**config.mk**
```make
export PLATFORM = sky130hd
export DESIGN_NAME = nn_bgt_array_flat
export DESIGN_NICKNAME = d
export VERILOG_FILES = /design/src/rtl/nn_bgt_array_if.sv /design/src/rtl/nn_bgt_array.sv /design/src/flat_wrapper.sv
export SDC_FILE = /design/constraint.sdc
export NUM_CORES = 1
export LEC_CHECK = 0
export ABC_AREA = 0
export CAP_MARGIN = 15
export CELL_PAD_IN_SITES_DETAIL_PLACEMENT = 1
export CELL_PAD_IN_SITES_GLOBAL_PLACEMENT = 1
export CORE_AREA = 4 4 128 130
export DETAILED_ROUTE_END_ITERATION = 6
export DIE_AREA = 0 0 132 134
export GPL_TIMING_DRIVEN = 0
export PLACE_DENSITY_LB_ADDON = 0.05
export SETUP_SLACK_MARGIN = 0.05
export SYNTH_ARGS = -nofsm -noshare
export SYNTH_HDL_FRONTEND = slang
export SYNTH_SLANG_ARGS = --single-unit
```
**constraint.sdc**
```tcl
create_clock -name CLK -period 12.04 [get_ports CLK]
set_input_delay 1.204 -clock CLK [delete_from_list [all_inputs] [get_ports CLK]]
set_output_delay 1.204 -clock CLK [all_outputs]
set_load 0.02 [all_outputs]
```
**src/rtl/nn_bgt_array_if.sv**
```systemverilog
// ---------------------------------------------------------------------------
// nn_bgt_array_if
// Bundles the spike inputs, the shared runtime configuration and the
// per-channel status outputs of the burst gate array.
//
// Signals
//   IN          [N_CH]   per-channel spike input
//   THRESHOLD   [TW]     window spike count needed to fire (shared)
//   PULSE_LEN   [CNT_W]  burst length in cycles (0 behaves as 1)
//   REFR_LEN    [CNT_W]  refractory length in cycles (0 = none)
//   CLR_ON_FIRE          zero the channel window on the fire edge
//   OUT         [N_CH]   burst output
//   FIRE        [N_CH]   one-cycle strobe on the first burst cycle
//   REFR        [N_CH]   high while the channel is refractory
//
// Modports
//   master : stimulus side, drives inputs and observes status
//   slave  : gate array side
// ---------------------------------------------------------------------------
interface nn_bgt_array_if #(
  parameter int N_CH  = 4,
  parameter int TW    = 4,
  parameter int CNT_W = 8
);

  logic [N_CH-1:0]  IN;
  logic [TW-1:0]    THRESHOLD;
  logic [CNT_W-1:0] PULSE_LEN;
  logic [CNT_W-1:0] REFR_LEN;
  logic             CLR_ON_FIRE;
  logic [N_CH-1:0]  OUT;
  logic [N_CH-1:0]  FIRE;
  logic [N_CH-1:0]  REFR;

  modport master (
    output IN, THRESHOLD, PULSE_LEN, REFR_LEN, CLR_ON_FIRE,
    input  OUT, FIRE, REFR
  );

  modport slave (
    input  IN, THRESHOLD, PULSE_LEN, REFR_LEN, CLR_ON_FIRE,
    output OUT, FIRE, REFR
  );

endinterface

```
**src/rtl/nn_bgt_array.sv**
```systemverilog
// ---------------------------------------------------------------------------
// nn_bgt_array
// Multi-channel spike burst gate. Each channel keeps a sliding window of its
// last MEMSIZE spike samples; once the window popcount reaches THRESHOLD the
// channel emits a burst of max(PULSE_LEN,1) ones followed by REFR_LEN
// refractory cycles, during which new hits are ignored.
//
// Ports
//   CLK   clock, rising edge
//   INIT  asynchronous active-high reset
//   bus   nn_bgt_array_if.slave (spike inputs, live configuration, status)
// ---------------------------------------------------------------------------
module nn_bgt_array #(
  parameter int N_CH    = 4,
  parameter int MEMSIZE = 8,
  parameter int TW      = 4,
  parameter int CNT_W   = 8
) (
  input logic           CLK,
  input logic           INIT,
  nn_bgt_array_if.slave bus
);

  typedef enum logic [1:0] {
    IDLE    = 2'd0,
    BURST   = 2'd1,
    REFRACT = 2'd2
  } state_t;

  state_t             state_q [N_CH];
  state_t             state_d [N_CH];
  logic [CNT_W-1:0]   k_q     [N_CH];
  logic [CNT_W-1:0]   k_d     [N_CH];
  logic [CNT_W:0]     k_inc   [N_CH];
  logic [MEMSIZE-1:0] mem_q   [N_CH];
  logic [MEMSIZE-1:0] mem_d   [N_CH];
  logic [TW-1:0]      cnt     [N_CH];
  logic [N_CH-1:0]    hit;
  logic [N_CH-1:0]    fire_q;
  logic [N_CH-1:0]    fire_d;

  logic [CNT_W-1:0]   pulse_eff;
  logic [CNT_W:0]     pulse_ext;
  logic [CNT_W:0]     refr_ext;

  // Lengths are compared one bit wider than K so K+1 can never wrap.
  always_comb begin
    pulse_eff = (bus.PULSE_LEN == '0) ? CNT_W'(1) : bus.PULSE_LEN;
    pulse_ext = {1'b0, pulse_eff};
    refr_ext  = {1'b0, bus.REFR_LEN};
  end

  // Window popcount and threshold test; a zero threshold never fires.
  always_comb begin
    hit = '0;
    for (int c = 0; c < N_CH; c++) begin
      cnt[c] = '0;
      for (int i = 0; i < MEMSIZE; i++) begin
        cnt[c] = cnt[c] + TW'(mem_q[c][i]);
      end
      hit[c] = (bus.THRESHOLD != '0) && (cnt[c] >= bus.THRESHOLD);
    end
  end

  // Next-state logic per channel. The window shifts in every state; only the
  // fire edge with CLR_ON_FIRE set replaces the shift with an all-zero window.
  // The >= compares make a length lowered below K end the phase on the next
  // edge instead of running on to a wrap.
  always_comb begin
    fire_d = '0;
    for (int c = 0; c < N_CH; c++) begin
      state_d[c] = state_q[c];
      k_d[c]     = k_q[c];
      k_inc[c]   = {1'b0, k_q[c]} + {{CNT_W{1'b0}}, 1'b1};
      mem_d[c]   = {mem_q[c][MEMSIZE-2:0], bus.IN[c]};
      case (state_q[c])
        IDLE: begin
          if (hit[c]) begin
            state_d[c] = BURST;
            k_d[c]     = '0;
            fire_d[c]  = 1'b1;
            if (bus.CLR_ON_FIRE) begin
              mem_d[c] = '0;
            end
          end
        end
        BURST: begin
          if (k_inc[c] >= pulse_ext) begin
            k_d[c]     = '0;
            state_d[c] = (bus.REFR_LEN != '0) ? REFRACT : IDLE;
          end else begin
            k_d[c] = k_inc[c][CNT_W-1:0];
          end
        end
        REFRACT: begin
          if (k_inc[c] >= refr_ext) begin
            k_d[c]     = '0;
            state_d[c] = IDLE;
          end else begin
            k_d[c] = k_inc[c][CNT_W-1:0];
          end
        end
        default: begin
          state_d[c] = IDLE;
          k_d[c]     = '0;
        end
      endcase
    end
  end

  // State, counter, window and strobe registers for all channels.
  always_ff @(posedge CLK or posedge INIT) begin
    if (INIT) begin
      for (int c = 0; c < N_CH; c++) begin
        state_q[c] <= IDLE;
        k_q[c]     <= '0;
        mem_q[c]   <= '0;
      end
      fire_q <= '0;
    end else begin
      for (int c = 0; c < N_CH; c++) begin
        state_q[c] <= state_d[c];
        k_q[c]     <= k_d[c];
        mem_q[c]   <= mem_d[c];
      end
      fire_q <= fire_d;
    end
  end

  // Status outputs decode straight from flops so they cannot glitch.
  always_comb begin
    bus.OUT  = '0;
    bus.REFR = '0;
    bus.FIRE = fire_q;
    for (int c = 0; c < N_CH; c++) begin
      bus.OUT[c]  = (state_q[c] == BURST);
      bus.REFR[c] = (state_q[c] == REFRACT);
    end
  end

endmodule

```
**src/flat_wrapper.sv**
```systemverilog
// flat-port wrapper written by rule: the top's interface ports become plain ports
module nn_bgt_array_flat 
#(
  parameter int N_CH    = 4,
  parameter int MEMSIZE = 8,
  parameter int TW      = 4,
  parameter int CNT_W   = 8
)
  (CLK, INIT, bus_IN, bus_THRESHOLD, bus_PULSE_LEN, bus_REFR_LEN, bus_CLR_ON_FIRE, bus_OUT, bus_FIRE, bus_REFR);
  nn_bgt_array_if #(.N_CH(N_CH), .TW(TW), .CNT_W(CNT_W)) bus_i ();
  input logic CLK;
  input logic INIT;
  input wire logic [$bits(bus_i.IN)-1:0] bus_IN;
  input wire logic [$bits(bus_i.THRESHOLD)-1:0] bus_THRESHOLD;
  input wire logic [$bits(bus_i.PULSE_LEN)-1:0] bus_PULSE_LEN;
  input wire logic [$bits(bus_i.REFR_LEN)-1:0] bus_REFR_LEN;
  input wire logic [$bits(bus_i.CLR_ON_FIRE)-1:0] bus_CLR_ON_FIRE;
  output wire logic [$bits(bus_i.OUT)-1:0] bus_OUT;
  output wire logic [$bits(bus_i.FIRE)-1:0] bus_FIRE;
  output wire logic [$bits(bus_i.REFR)-1:0] bus_REFR;
  assign bus_i.IN = bus_IN;
  assign bus_i.THRESHOLD = bus_THRESHOLD;
  assign bus_i.PULSE_LEN = bus_PULSE_LEN;
  assign bus_i.REFR_LEN = bus_REFR_LEN;
  assign bus_i.CLR_ON_FIRE = bus_CLR_ON_FIRE;
  assign bus_OUT = bus_i.OUT;
  assign bus_FIRE = bus_i.FIRE;
  assign bus_REFR = bus_i.REFR;
  nn_bgt_array #(.N_CH(N_CH), .MEMSIZE(MEMSIZE), .TW(TW), .CNT_W(CNT_W)) u_core (.CLK(CLK), .INIT(INIT), .bus(bus_i));
endmodule
```
==> results.sh <==
export IMPL_worstHoldPathType="reg2reg"
export IMPL_worstSetupStartpoint="u_core.mem_q[0]"
export IMPL_final_hold_violation_count=0
export IMPL_asyncSetResetFlopFracSynth=1.00
export IMPL_synth_yosys_seq_area_share=0.319
export IMPL_grt_first_pass_wirelength_um=25800
export IMPL_power_share_switching=0.458
export IMPL_worst_clock_skew_ns=0.00705
export IMPL_timing_worst_slew_pin_value_ns=0.728
export IMPL_number_of_global_route_vias_before_repair=5202
export IMPL_post_layout_nonfiller_instances=869
export IMPL_place_port_buffers=38
export IMPL_netSwitchingPower_mw=0.888
export IMPL_logic_gate_share_of_total_power=0.664
export IMPL_drt_drc_violations_left=0
export IMPL_crit_path_max_fanout=10
export IMPL_timing_critical_path_arrival_ns=4.83
export IMPL_clk_transition_reported_paths_ns=0.06
export IMPL_synth_yosys_warnings=0
export IMPL_finalSetupTns_ns=0
export IMPL_beginning_of_the_worst_hold_path="u_core.mem_q[17]"
export IMPL_worst_ir_drop_vdd_mv=0.103
export IMPL_cts_repair_timing_setup_buffer_count=0
export IMPL_detailroute_via_count=4587
export IMPL_final_net_count=827
export IMPL_post_route_worst_setup_slack_ns=7.47
export IMPL_design_core_area_um2=15100
export IMPL_synth_seq_cells=76
export IMPL_antenna_found_initial=0
export IMPL_dominantRegCellSynth="sky130_fd_sc_hd__dfrtp_1"
export IMPL_p_clk_frac=0.147
export IMPL_status="finished, final reports clean"
export IMPL_place_detailed_hpwl_um=11900
export IMPL_die_height_um=134
export IMPL_critPathLaunchType="flop"
export IMPL_clock_tree_htree_level_count=3
export IMPL_layout_min_cycle_time_ns=4.57
export IMPL_clkLatencyLatePin_ns=0.35
export IMPL_achievable_frequency_mhz=219
export IMPL_power_total_mw=1.94
export IMPL_drt_first_iter_violations=110
export IMPL_area_growth_pct=15.9
export IMPL_layout_core_utilization=0.456
export IMPL_remaining_overflow_grt=0
export IMPL_drt_pass1_iter_count=4
export IMPL_max_cap_violations=0
export IMPL_timing_hold_ws_ns=0.505
export IMPL_whs_endpoint="u_core.mem_q[18]"
export IMPL_die_area_um2=17700
export IMPL_finalWeightedCongestion=0.820
export IMPL_dpl_worst_slack_ns=7.45
export IMPL_min_period_over_period=0.380
export IMPL_seq_power_share=0.189
export IMPL_cts_num_sinks=76
export IMPL_clk_path_buf_depth=2
export IMPL_final_setup_vio_count=0
export IMPL_powerDensity_nw_per_um2=280
export IMPL_timing_reg2reg_setup_slack_ns=7.47
export IMPL_netlist_instances=626
export IMPL_cts_resized=0
export IMPL_detail_route_wirelength_um=14900
export IMPL_synth_cell_types=52
export IMPL_placedInstanceArea_um2=6610
export IMPL_required_ns=12.29
export IMPL_io_pin_count=39
export IMPL_internal_power_mw=1.05
export IMPL_synth_edff_count=0
export IMPL_fin_area_um2=6910
export IMPL_report_final_slew_viol_count=0
export IMPL_grt_setup_unrepaired="no"
export IMPL_number_of_buffers_created_by_cts=9
export IMPL_pin_count_of_the_biggest_net_entering_global_routing=58
export IMPL_detail_route_wl_per_cell_um=17.2
export IMPL_row_count=45
export IMPL_worst_hold_path_num_cells=1
export IMPL_antenna_cells=0
export IMPL_reg2regPathDepth=18
export IMPL_crit_path_end_kind="flop"
export IMPL_timing_rr_start="u_core.mem_q[0]"
export IMPL_post_drt_via_cell_ratio=5.28
export IMPL_cts_tree="built"
export IMPL_number_of_cells_in_the_design_after_placement=853
export IMPL_criticalPathCategory="reg2reg"
export IMPL_grt_usage=0.181
export IMPL_synth_avg_cell_area_um2=9.52
export IMPL_syn_area_um2=5960
export IMPL_cts_hold_buf=0
export IMPL_cellLeakagePower_nw=3.51
export IMPL_post_route_cells_drive_above_1_share=0.0455
export IMPL_postRouteAntennaNets=0
export IMPL_slew_headroom=0.511
export IMPL_floorplan_initialDensity=0.394
export IMPL_cts_root_buffer="sky130_fd_sc_hd__clkbuf_16"
export IMPL_rr_endpoint="u_core.k_q[5]"
export IMPL_die_x_um=132
export IMPL_synth_net_count=777
[cell usage after synthesis (5+ instances only)]
| cell type | count | area share |
|---|---|---|
| sky130_fd_sc_hd__a211oi_1 | 7 | 0.0088 |
| sky130_fd_sc_hd__a21o_1 | 5 | 0.0063 |
| sky130_fd_sc_hd__a21oi_1 | 31 | 0.026 |
| sky130_fd_sc_hd__a22o_1 | 14 | 0.021 |
| sky130_fd_sc_hd__a31oi_1 | 9 | 0.0094 |
| sky130_fd_sc_hd__and2_1 | 10 | 0.010 |
| sky130_fd_sc_hd__and3_1 | 8 | 0.0084 |
| sky130_fd_sc_hd__clkbuf_1 | 6 | 0.0038 |
| sky130_fd_sc_hd__dfrtp_1 | 76 | 0.32 |
| sky130_fd_sc_hd__fa_1 | 16 | 0.054 |
| sky130_fd_sc_hd__ha_1 | 108 | 0.23 |
| sky130_fd_sc_hd__inv_1 | 85 | 0.054 |
| sky130_fd_sc_hd__nand2_1 | 53 | 0.033 |
| sky130_fd_sc_hd__nand2b_1 | 9 | 0.0094 |
| sky130_fd_sc_hd__nand3_1 | 20 | 0.017 |
| sky130_fd_sc_hd__nor2_1 | 18 | 0.011 |
| sky130_fd_sc_hd__nor2b_1 | 32 | 0.034 |
| sky130_fd_sc_hd__o21a_1 | 7 | 0.0088 |
| sky130_fd_sc_hd__o21ai_0 | 25 | 0.021 |
| sky130_fd_sc_hd__o22ai_1 | 5 | 0.0052 |
| sky130_fd_sc_hd__xnor2_1 | 16 | 0.024 |
| sky130_fd_sc_hd__xor2_1 | 14 | 0.021 |
[power by group through the flow]
stage / Clock, mW / Combinational [mW] / Sequential (mW)
3_5_place_dp: 0 / 1.30 / 0.372
6_report: 0.284 / 1.29 / 0.367
5_1_grt: 0.307 / 1.51 / 0.375
3_3_place_gp: 0 / 1.24 / 0.368
4_1_cts: 0.296 / 1.33 / 0.368
2_1_floorplan: 0 / 0.964 / 0.363
[area by class of cell]
class	count	area (um^2)
repair buffers	39	408
clock inverters	4	47.5
inverters	85	322
flip-flops and latches	76	1900
plain buffers	9	40.0
clock buffers	12	256
multi-input cells	456	3700
well taps	188	235
fillers	1731	8240
[how the worst max path moves through the flow]
| stage | cells after the start | slack, ns | end |
|---|---|---|---|
| 3_3_place_gp | 2 | 7.47 | u_core.mem_q[4] |
| 4_1_cts | 18 | 7.40 | u_core.k_q[5] |
| 2_1_floorplan | 17 | 7.86 | u_core.k_q[16] |
| 5_1_grt | 18 | 7.16 | u_core.k_q[5] |
| 3_5_place_dp | 18 | 7.45 | u_core.k_q[5] |
| 6_report | 18 | 7.47 | u_core.k_q[5] |
[worst max-delay path: stages, from the launching register on]
cell                       delay (ns)
sky130_fd_sc_hd__dfrtp_1         0.39
sky130_fd_sc_hd__ha_1            0.29
sky130_fd_sc_hd__inv_1           0.05
sky130_fd_sc_hd__fa_1            0.50
sky130_fd_sc_hd__fa_1            0.55
sky130_fd_sc_hd__inv_1           0.06
sky130_fd_sc_hd__fa_1            0.44
sky130_fd_sc_hd__inv_1           0.08
sky130_fd_sc_hd__fa_1            0.40
sky130_fd_sc_hd__inv_1           0.07
sky130_fd_sc_hd__ha_1            0.22
sky130_fd_sc_hd__a211o_1         0.26
sky130_fd_sc_hd__o211ai_1        0.09
sky130_fd_sc_hd__a21oi_1         0.16
sky130_fd_sc_hd__nor2b_1         0.14
sky130_fd_sc_hd__clkbuf_1        0.33
sky130_fd_sc_hd__buf_4           0.24
sky130_fd_sc_hd__a21oi_1         0.05
sky130_fd_sc_hd__o21ai_0         0.18
[cell families after synthesis]
group,share of synthesized area
xor+xnor,0.0441
fa+ha+maj,0.280
mux,0.00861
flops,0.319
simple gates,0.155
compound gates,0.132
buf+inv,0.0602
[sequential cells by signal (all words and copies together), names as in the netlist]
| name | flops |
|---|---|
| u_core.state_q | 8 |
| u_core.k_q | 32 |
| u_core.mem_q | 32 |
| u_core.bus.FIRE | 4 |
[metal layers]
| metal | share of wire | global-route usage | routed length [um] |
|---|---|---|---|
| met1 | 0.46 | 0.221 | 6840 |
| met2 | 0.51 | 0.327 | 7550 |
| met3 | 0.017 | 0.0255 | 251 |
| met4 | 0.018 | 0.0630 | 262 |
| met5 | 0 | 0 | 0 |
[layout by cell type, fill, tap and decap left out, drive strengths merged, types with 2 or more instances in the layout]
| master | instances |
|---|---|
| ha | 108 |
| inv | 85 |
| dfrtp | 76 |
| nand2 | 53 |
| clkdlybuf4s50 | 38 |
| nor2b | 32 |
| a21oi | 32 |
| o21ai | 29 |
| nand3 | 20 |
| nor2 | 19 |
| clkbuf | 18 |
| xnor2 | 16 |
| fa | 16 |
| a22o | 14 |
| xor2 | 14 |
| and2 | 10 |
| a31oi | 9 |
| nand2b | 9 |
| and3 | 9 |
| o21a | 7 |
| a211oi | 7 |
| a21o | 5 |
| o22ai | 5 |
| a211o | 4 |
| mux2i | 4 |
| or2 | 4 |
| nor4 | 4 |
| buf | 4 |
| nor3 | 3 |
| nor3b | 2 |
| nand4 | 2 |
| nand3b | 2 |
| nor4b | 2 |
| o211ai | 2 |
| o211a | 2 |
| or4 | 2 |
| clkinv | 2 |
Power figures use the tool's default switching activity.
